--- src/rtl/fft_coproc.sv ---
// Iterative radix-2 DIT FFT/IFFT coprocessor: one butterfly per clock over an in-place
// complex buffer. Samples load bit-reversed so results read back in natural order.
module fft_coproc #(
  parameter int N_POINTS = 8,
  parameter int DATA_W   = 32,
  parameter int FRAC_W   = 8
) (
  input  logic                        clk,
  input  logic                        rst_n,
  input  logic                        wr_en,
  input  logic [$clog2(N_POINTS)-1:0] wr_idx,
  input  logic [DATA_W-1:0]           wr_real,
  input  logic [DATA_W-1:0]           wr_imag,
  input  logic                        start,
  input  logic                        inverse,
  output logic                        busy,
  output logic                        done,
  input  logic [$clog2(N_POINTS)-1:0] rd_idx,
  output logic [DATA_W-1:0]           rd_real,
  output logic [DATA_W-1:0]           rd_imag
);

  localparam int L      = $clog2(N_POINTS);
  localparam int HALF_N = N_POINTS / 2;
  localparam int BW     = L - 1;
  localparam int SW     = $clog2(L);
  localparam int TW_W   = FRAC_W + 2;
  localparam int PW     = 2 * DATA_W;
  localparam real SCALE = 1.0 * (1 << FRAC_W);

  // Handshake: wr_en and start are single-cycle strobes, accepted on any rising edge
  // where busy=0 and silently dropped while busy=1; done is a level that stays high
  // until the next accepted wr_en or start.
  typedef enum logic [1:0] {S_IDLE, S_RUN, S_DONE} state_t;
  state_t state, state_nxt;

  logic signed [DATA_W-1:0] buf_re [N_POINTS];
  logic signed [DATA_W-1:0] buf_im [N_POINTS];
  logic signed [TW_W-1:0]   tw_re  [HALF_N];
  logic signed [TW_W-1:0]   tw_im  [HALF_N];
  logic [SW-1:0]            stage;
  logic [BW-1:0]            bfly;
  logic                     inv_q;

  // Twiddle table W^k = round(2^FRAC_W * exp(-j*2*pi*k/N)), fixed at elaboration.
  for (genvar k = 0; k < HALF_N; k++) begin : g_tw
    localparam real ANG = 6.283185307179586 * k / N_POINTS;
    localparam real CR  = $cos(ANG) * SCALE;
    localparam real CI  = -$sin(ANG) * SCALE;
    localparam int  CRI = (CR >= 0.0) ? $rtoi(CR + 0.5) : -$rtoi(0.5 - CR);
    localparam int  CII = (CI >= 0.0) ? $rtoi(CI + 0.5) : -$rtoi(0.5 - CI);
    assign tw_re[k] = TW_W'(CRI);
    assign tw_im[k] = TW_W'(CII);
  end

  function automatic logic [L-1:0] bitrev(input logic [L-1:0] x);
    logic [L-1:0] r;
    for (int i = 0; i < L; i++) r[i] = x[L-1-i];
    return r;
  endfunction

  logic accept_wr, accept_start, last_bfly, last_stage;
  assign accept_wr    = wr_en && (state != S_RUN);
  assign accept_start = start && (state != S_RUN);
  assign last_stage   = (stage == SW'(L - 1));
  assign last_bfly    = (state == S_RUN) && last_stage && (bfly == {BW{1'b1}});
  assign busy         = (state == S_RUN);
  assign done         = (state == S_DONE);

  always_comb begin
    state_nxt = state;
    case (state)
      S_IDLE:  if (accept_start) state_nxt = S_RUN;
      S_RUN:   if (last_bfly) state_nxt = S_DONE;
      S_DONE:  if (start) state_nxt = S_RUN;
               else if (wr_en) state_nxt = S_IDLE;
      default: state_nxt = S_IDLE;
    endcase
  end

  // Butterfly datapath for the current (stage, bfly) pair.
  int                       s_i;
  logic [L-1:0]             b_ext, mask, top_idx, bot_idx;
  logic [BW-1:0]            tw_sel;
  logic signed [TW_W-1:0]   w_re, w_im;
  logic signed [PW-1:0]     br_x, bi_x, wr_x, wi_x, pr_full, pi_full;
  logic signed [DATA_W-1:0] p_re, p_im, sum_re, sum_im, dif_re, dif_im;
  logic signed [DATA_W-1:0] top_re, top_im, bot_re, bot_im;

  always_comb begin
    s_i     = int'(stage);
    b_ext   = L'(bfly);
    mask    = L'((1 << s_i) - 1);
    top_idx = ((b_ext >> s_i) << (s_i + 1)) | (b_ext & mask);
    bot_idx = top_idx | L'(1 << s_i);
    tw_sel  = BW'((b_ext & mask) << (L - 1 - s_i));
    w_re    = tw_re[tw_sel];
    w_im    = inv_q ? -tw_im[tw_sel] : tw_im[tw_sel];
    br_x    = PW'(buf_re[bot_idx]);
    bi_x    = PW'(buf_im[bot_idx]);
    wr_x    = PW'(w_re);
    wi_x    = PW'(w_im);
    pr_full = ((br_x * wr_x) - (bi_x * wi_x)) >>> FRAC_W;
    pi_full = ((br_x * wi_x) + (bi_x * wr_x)) >>> FRAC_W;
    p_re    = DATA_W'(pr_full);
    p_im    = DATA_W'(pi_full);
    sum_re  = buf_re[top_idx] + p_re;
    sum_im  = buf_im[top_idx] + p_im;
    dif_re  = buf_re[top_idx] - p_re;
    dif_im  = buf_im[top_idx] - p_im;
    // Inverse divides by N on the final stage only.
    if (inv_q && last_stage) begin
      top_re = sum_re >>> L;
      top_im = sum_im >>> L;
      bot_re = dif_re >>> L;
      bot_im = dif_im >>> L;
    end else begin
      top_re = sum_re;
      top_im = sum_im;
      bot_re = dif_re;
      bot_im = dif_im;
    end
  end

  always_ff @(posedge clk) begin
    if (!rst_n) begin
      state   <= S_IDLE;
      stage   <= '0;
      bfly    <= '0;
      inv_q   <= 1'b0;
      rd_real <= '0;
      rd_imag <= '0;
      for (int i = 0; i < N_POINTS; i++) begin
        buf_re[i] <= '0;
        buf_im[i] <= '0;
      end
    end else begin
      state <= state_nxt;
      if (accept_start) begin
        inv_q <= inverse;
        stage <= '0;
        bfly  <= '0;
      end else if (state == S_RUN) begin
        if (bfly == {BW{1'b1}}) begin
          bfly  <= '0;
          stage <= last_stage ? '0 : stage + SW'(1);
        end else begin
          bfly <= bfly + BW'(1);
        end
      end
      if (accept_wr) begin
        buf_re[bitrev(wr_idx)] <= wr_real;
        buf_im[bitrev(wr_idx)] <= wr_imag;
      end
      if (state == S_RUN) begin
        buf_re[top_idx] <= top_re;
        buf_im[top_idx] <= top_im;
        buf_re[bot_idx] <= bot_re;
        buf_im[bot_idx] <= bot_im;
      end
      rd_real <= (state == S_RUN) ? '0 : buf_re[rd_idx];
      rd_imag <= (state == S_RUN) ? '0 : buf_im[rd_idx];
    end
  end

endmodule

--- config.mk ---
export PLATFORM = sky130hd
export DESIGN_NAME = fft_coproc
export DESIGN_NICKNAME = d
export VERILOG_FILES = /design/src/rtl/fft_coproc.sv
export SDC_FILE = /design/constraint.sdc
export NUM_CORES = 2
export LEC_CHECK = 0
export ABC_CLOCK_PERIOD_IN_PS = 37400
export CAP_MARGIN = 20
export CELL_PAD_IN_SITES_DETAIL_PLACEMENT = 1
export CELL_PAD_IN_SITES_GLOBAL_PLACEMENT = 2
export CORE_MARGIN = 2
export CORE_UTILIZATION = 30
export DETAILED_ROUTE_END_ITERATION = 10
export PLACE_DENSITY = 0.71
export SETUP_SLACK_MARGIN = 0.3
export SLEW_MARGIN = 20
export SYNTH_ARGS = -nofsm -noshare
export SYNTH_HDL_FRONTEND = slang
export SYNTH_SLANG_ARGS = --single-unit
export TNS_END_PERCENT = 10
--- constraint.sdc ---
create_clock -name clk -period 37.4 [get_ports clk]
set_clock_uncertainty 0.2 [all_clocks]
set_input_delay 7.48 -clock clk [delete_from_list [all_inputs] [get_ports clk]]
set_output_delay 7.48 -clock clk [all_outputs]
set_load 0.03 [all_outputs]
=== After elaboration in Yosys (flattened, before gate mapping) ===
Memories as Yosys holds them, arrays and structs flattened. A register that Yosys moved wholly into a read port is not among the register bits.
Cells that the tools add are included.

* Bits in registers: 7
* Latch bits: 0
* Bits in writable memories: 512
* Memory bits (read-only): 0
* Input bits: 75
* Output and inout port bits: 66
* Logic and storage cells: 99
* Memories kept: 2

{| class="wikitable"
|+ Memories
! name !! words !! width !! read ports !! clocked after Yosys merged registers in !! wr ports !! RTL line !! RTL
|-
| buf_im || 8 || 32 || 3 || 1 || 8 || 38 || <nowiki>logic signed [DATA_W-1:0] buf_im [N_POINTS];</nowiki>
|-
| buf_re || 8 || 32 || 3 || 1 || 8 || 37 || <nowiki>logic signed [DATA_W-1:0] buf_re [N_POINTS];</nowiki>
|}

* Add/sub/neg operators: 12
* Multiply operators: 4
* Div/mod/pow operators: 0
* Order comparisons: 1
* Equality and inequality tests: 8
* Shifts and indexed selects: 4
* Mux-type cells: 43
* Bitwise gates (word level): 5
* Reduce and logical (&&, ||, !) cells: 16

{| class="wikitable"
|+ Operators with widths
! operator !! number
|-
| two-way mux 32 bit || 6
|-
| OR reduction 32 bit || 6
|-
| multiplier 32 x 10 -> 40 bit || 4
|-
| two-way mux 31 bit || 4
|-
| adder 32 bit || 2
|-
| subtractor 32 bit || 2
|-
| two-way mux 10 bit || 5
|-
| adder 40 bit || 1
|-
| binary-select mux 10 bit (select 2 bit) || 2
|-
| subtractor 40 bit || 1
|-
| left shift 3 x 32 -> 2 bit || 1
|-
| two-way mux 3 bit || 6
|-
| two-way mux 1 bit || 13
|-
| two-way mux 2 bit || 6
|-
| negator 10 bit || 1
|-
| == test 2 bit, second input constant || 3
|-
| OR 3 bit || 2
|-
| case mux 2 bit (3 select lines) || 1
|-
| logical AND 1 bit || 5
|-
| adder 2 x 1 -> 2 bit, second input constant || 2
|-
| != test 2 x 1 -> 1 bit, second input constant || 2
|-
| OR reduction 2 bit || 2
|-
| adder 2 x 1 -> 3 bit, second input constant || 1
|-
| AND 2 x 3 -> 3 bit || 1
|-
| other kinds (14) || 14
|}

=== Logic depth before layout (Yosys ltp) ===
* Depth in word-level cells: 15
* Gate-level depth with buffers: 56
* Depth with buffers taken out: 50

=== Least setup slack after synthesis ===
No wires, ideal clock.

* Path type: register to register
* Start point: reg stage[0]
* End point: mem buf_im[1][30], data pin
* Setup time: 273 ps
* Data arrival time: 12,331 ps
* Required time: 36,927 ps
* Setup slack: 24,596 ps
* Stages on the path, launching flop included: 52
* Buffers on the path: 8
* Clock period less this slack: 12,804 ps
* Cell sequence: dfxtp_1 > buf_2 > inv_1 > ha_1 > nor2b_4 > a211o_1 > buf_6 > buf_6 > clkbuf_1 > clkbuf_1 > buf_1 > mux2i_1 > a222oi_1 > inv_1 > nor2_1 > nand2_1 > fa_1 > fa_1 > [... 16 more ...] > a211oi_1 > nor2b_1 > nor2_1 > xnor2_1 > ha_1 > clkbuf_1 > or4_1 > or4_1 > or3_1 > nor3_1 > nor3_1 > o21ai_1 > a311oi_1 > a21oi_1 > xnor2_2 > buf_6 > o21ai_4 > o32ai_1

{| class="wikitable"
|+ RTL lines
! what !! RTL line !! RTL
|-
| from (decl) || 41 || <nowiki>logic [SW-1:0] stage;</nowiki>
|-
| from (signal assigned) || 146 || <nowiki>stage <= last_stage ? '0 : stage + SW'(1);</nowiki>
|-
| to (decl) || 38 ||
|}

==> run summary <==
Yosys reg bits -> 583
Syn Nets -> 10100
WP data required -> 37.57 ns
Max-slew violations -> 0
Sequential fraction of the synthesis area -> 0.215
Synthesized area -> 78100 um^2
Cts repair resizes -> 0
Total global routing overflow -> 0
Startpoint types -> flip-flop
First-pass DRT Iterations -> 8
Crit path top cell by count -> fa_1
Tmin final -> 17.48 ns
Mean Syn Cell Area -> 9.18 um^2
Setup violators final -> 0
Antenna violations before repair -> 14
Async set or reset register ratio after synthesis -> 0
Final ANT Viol Nets -> 0
CP Data Arrival Time -> 17.65 ns
WL/cell -> 29.9 um
Synth Warn # -> 0
Sequential Area -> 16800 um^2
First DRT Iteration DRCs -> 6503
Total routed wirelength -> 354000 um
Cell row count -> 187
CTS tree -> done
Worst-Skew Late Latency -> 0.72 ns
Fillers -> 29800
Clk sinks -> 583
Max-slew headroom -> 0.147
First-pass GRT wire length -> 513000 um
Min-Delay Path Class -> reg2reg
CTS HTree Levels -> 2
IO Pins -> 141
Cells after synthesis -> 8510
Top_reg_cell synth -> edfxtp_1
Post-synthesis cell type count -> 104
Slowest CP cell -> buf_4
Nets -> 9965
Placer Congestion -> 0.942
Largest net degree at the start of global routing -> 148
RSZ-0062 raised after global routing -> no
Final hold slack -> 0.407 ns
Via count -> 66400
Final hold viol count -> 0
GRT Util Overall -> 0.265
Crit path capture type -> flip-flop
Post-synth EDFFs -> 512
Vias per cell -> 5.61
Clock root buffer -> clkbuf_16
Multi-input logic area -> 54400 um^2
Die ar. -> 265000 um^2
# DRC -> 0
CTS Buf Count -> 61
Die X -> 514 um
Status -> finished clean
CP peak stage delay -> 0.83 ns
Final core occ -> 0.330
Final worst-path cycle share -> 0.467
Area Growth Syn to Fin -> 9.60%
Setup TNS -> 0 ns
Tightest Pin Transition -> 1.28 ns
Vias in the first global route -> 71200
Fmax -> 57.2 MHz
Layout cells sized above 1 -> 0.0601
Die height -> 514 um
Core area -> 259000 um^2
Clk pin slew, worst setup/hold paths -> 0.06 ns
Initial cell density of the core -> 0.301
Max-cap viol count -> 0
IO Port Bufs -> 140
Crit Path Class -> reg2reg
HPWL after DPL -> 261000 um
Setup Fix Bufs, Post-CTS -> 0
Worst-case clock buffer depth -> 3
Hold-fix buffers at CTS -> 0
Maximum fanout along the worst path -> 61
final timing paths:
kind / from / to / slack, ns / depth (start not counted)
max: stage[0] / buf_re[7][31] / 19.92 / 47
max reg2reg: stage[0] / buf_re[7][31] / 19.92 / 47
min reg2reg: state[0] / state[0] / 0.41 / 2
min: state[0] / state[0] / 0.41 / 2
worst max-delay path: cells and delay by family (launching register included):
family / cells / cell delay, ns
adders and majority gates: 10 / 4.11
DFF: 1 / 0.59
xor gates and xnor gates: 1 / 0.60
AOI/OAI and AO/OA: 16 / 5.36
buffers and inverters: 9 / 3.30
and+or+nand+nor: 11 / 2.62
synthesized netlist by cell type (7+ instances only):
master    number  area [um^2]
nor4_1         7         43.8
xor2_1        58          508
o21bai_1      41          308
o21a_1        25          188
fa_1        1109        22200
o21ai_0      181          906
o221ai_1       9         78.8
mux4_2       129         2910
nand3_1      451         2260
a31oi_1       22          138
a21o_1        47          353
dfxtp_1       71         1420
o22ai_1      464         2900
o21ai_1       60          300
a211oi_1      29          218
or3_1         19          119
nand4_1        9         56.3
o211ai_1      24          180
a21oi_1      217         1090
nor2b_1       58          363
a211o_1        7         61.3
buf_1         98          368
a311oi_1      19          166
inv_1       1477         5540
buf_2          9         45.0
a221oi_1      30          263
xnor2_1      151         1320
clkbuf_1     370         1390
nand2_1     1283         4820
mux2i_1      175         1750
a222oi_1      17          170
or2_2         11         68.8
o31ai_1       25          188
nor3_1        57          285
nand2b_1      66          413
and3_1        69          432
o32ai_1       23          201
and2_1        73          457
edfxtp_1     512        15400
a21boi_0       8         60.1
ha_1         402         5030
nor2_1       458         1720
a31o_2        20          175
final cells by class:
cell class / instances / area share
Inverter: 1481 / 0.0649
Sequential cell: 583 / 0.196
Multi-Input combinational cell: 5965 / 0.636
Tap cell: 3402 / 0.0497
Clock inverter: 28 / 0.00333
Antenna cell: 3 / 0.0000877
Clock buffer: 86 / 0.0206
Timing Repair Buffer: 287 / 0.0296
sequential cells by signal, summed over array words and instances (netlist names):
| register | flops |
|---|---|
| buf_im | 256 |
| state | 2 |
| bfly | 2 |
| buf_re | 256 |
| inv_q | 1 |
| stage | 2 |
| rd_imag | 32 |
| rd_real | 32 |
per-layer routing:
metal | vias to the layer above | wire (um) | global-route usage
met1 | 34900 | 145000 | 0.352
li1 | 27900 | - | -
met2 | 2995 | 162000 | 0.424
met3 | 665 | 28100 | 0.0438
met4 | 12 | 18900 | 0.118
met5 | - | 90 | 0
cells in the final DEF, fill, tap and decap left out, drive strengths merged, types with 129 or more instances in the layout:
cell type,netlist,final
inv,1479,1483
nand2,1285,1285
fa,1109,1109
edfxtp,512,512
o22ai,464,464
nor2,462,462
nand3,451,451
ha,402,402
o21ai,246,246
a21oi,217,217
mux2i,177,177
xnor2,154,154
buf,111,150
clkdlybuf4s50,0,136
mux4,129,129
per-stage QoR:
step | setup slack, ns | std cells | instance area, um^2
2_1_floorplan | 24.60 | 8510 | 78100
3_3_place_gp | 20.58 | 11700 | 83500
3_5_place_dp | 20.24 | 11700 | 83600
4_1_cts | 20.19 | 11800 | 85600
5_1_grt | 19.07 | 11800 | 85600
6_report | 19.92 | 11800 | 85600
cell families (layout without fill, tap and decap cells):
group / count (synthesis) / after routing / synth area share
AND/OR/NAND/NOR: 2598 / 2598 / 0.145
buffers and inverters: 1962 / 1882 / 0.0948
other: 0 / 3 / 0
AO/OA/AOI/OAI: 1329 / 1329 / 0.110
XOR/XNOR: 216 / 216 / 0.0254
adder cells (fa/ha/maj): 1511 / 1511 / 0.349
flip-flops: 583 / 583 / 0.215
multiplexers: 311 / 311 / 0.0609
Power is not shown: default switching activity piles up to over one toggle a cycle in this logic, so the estimate is an artifact.
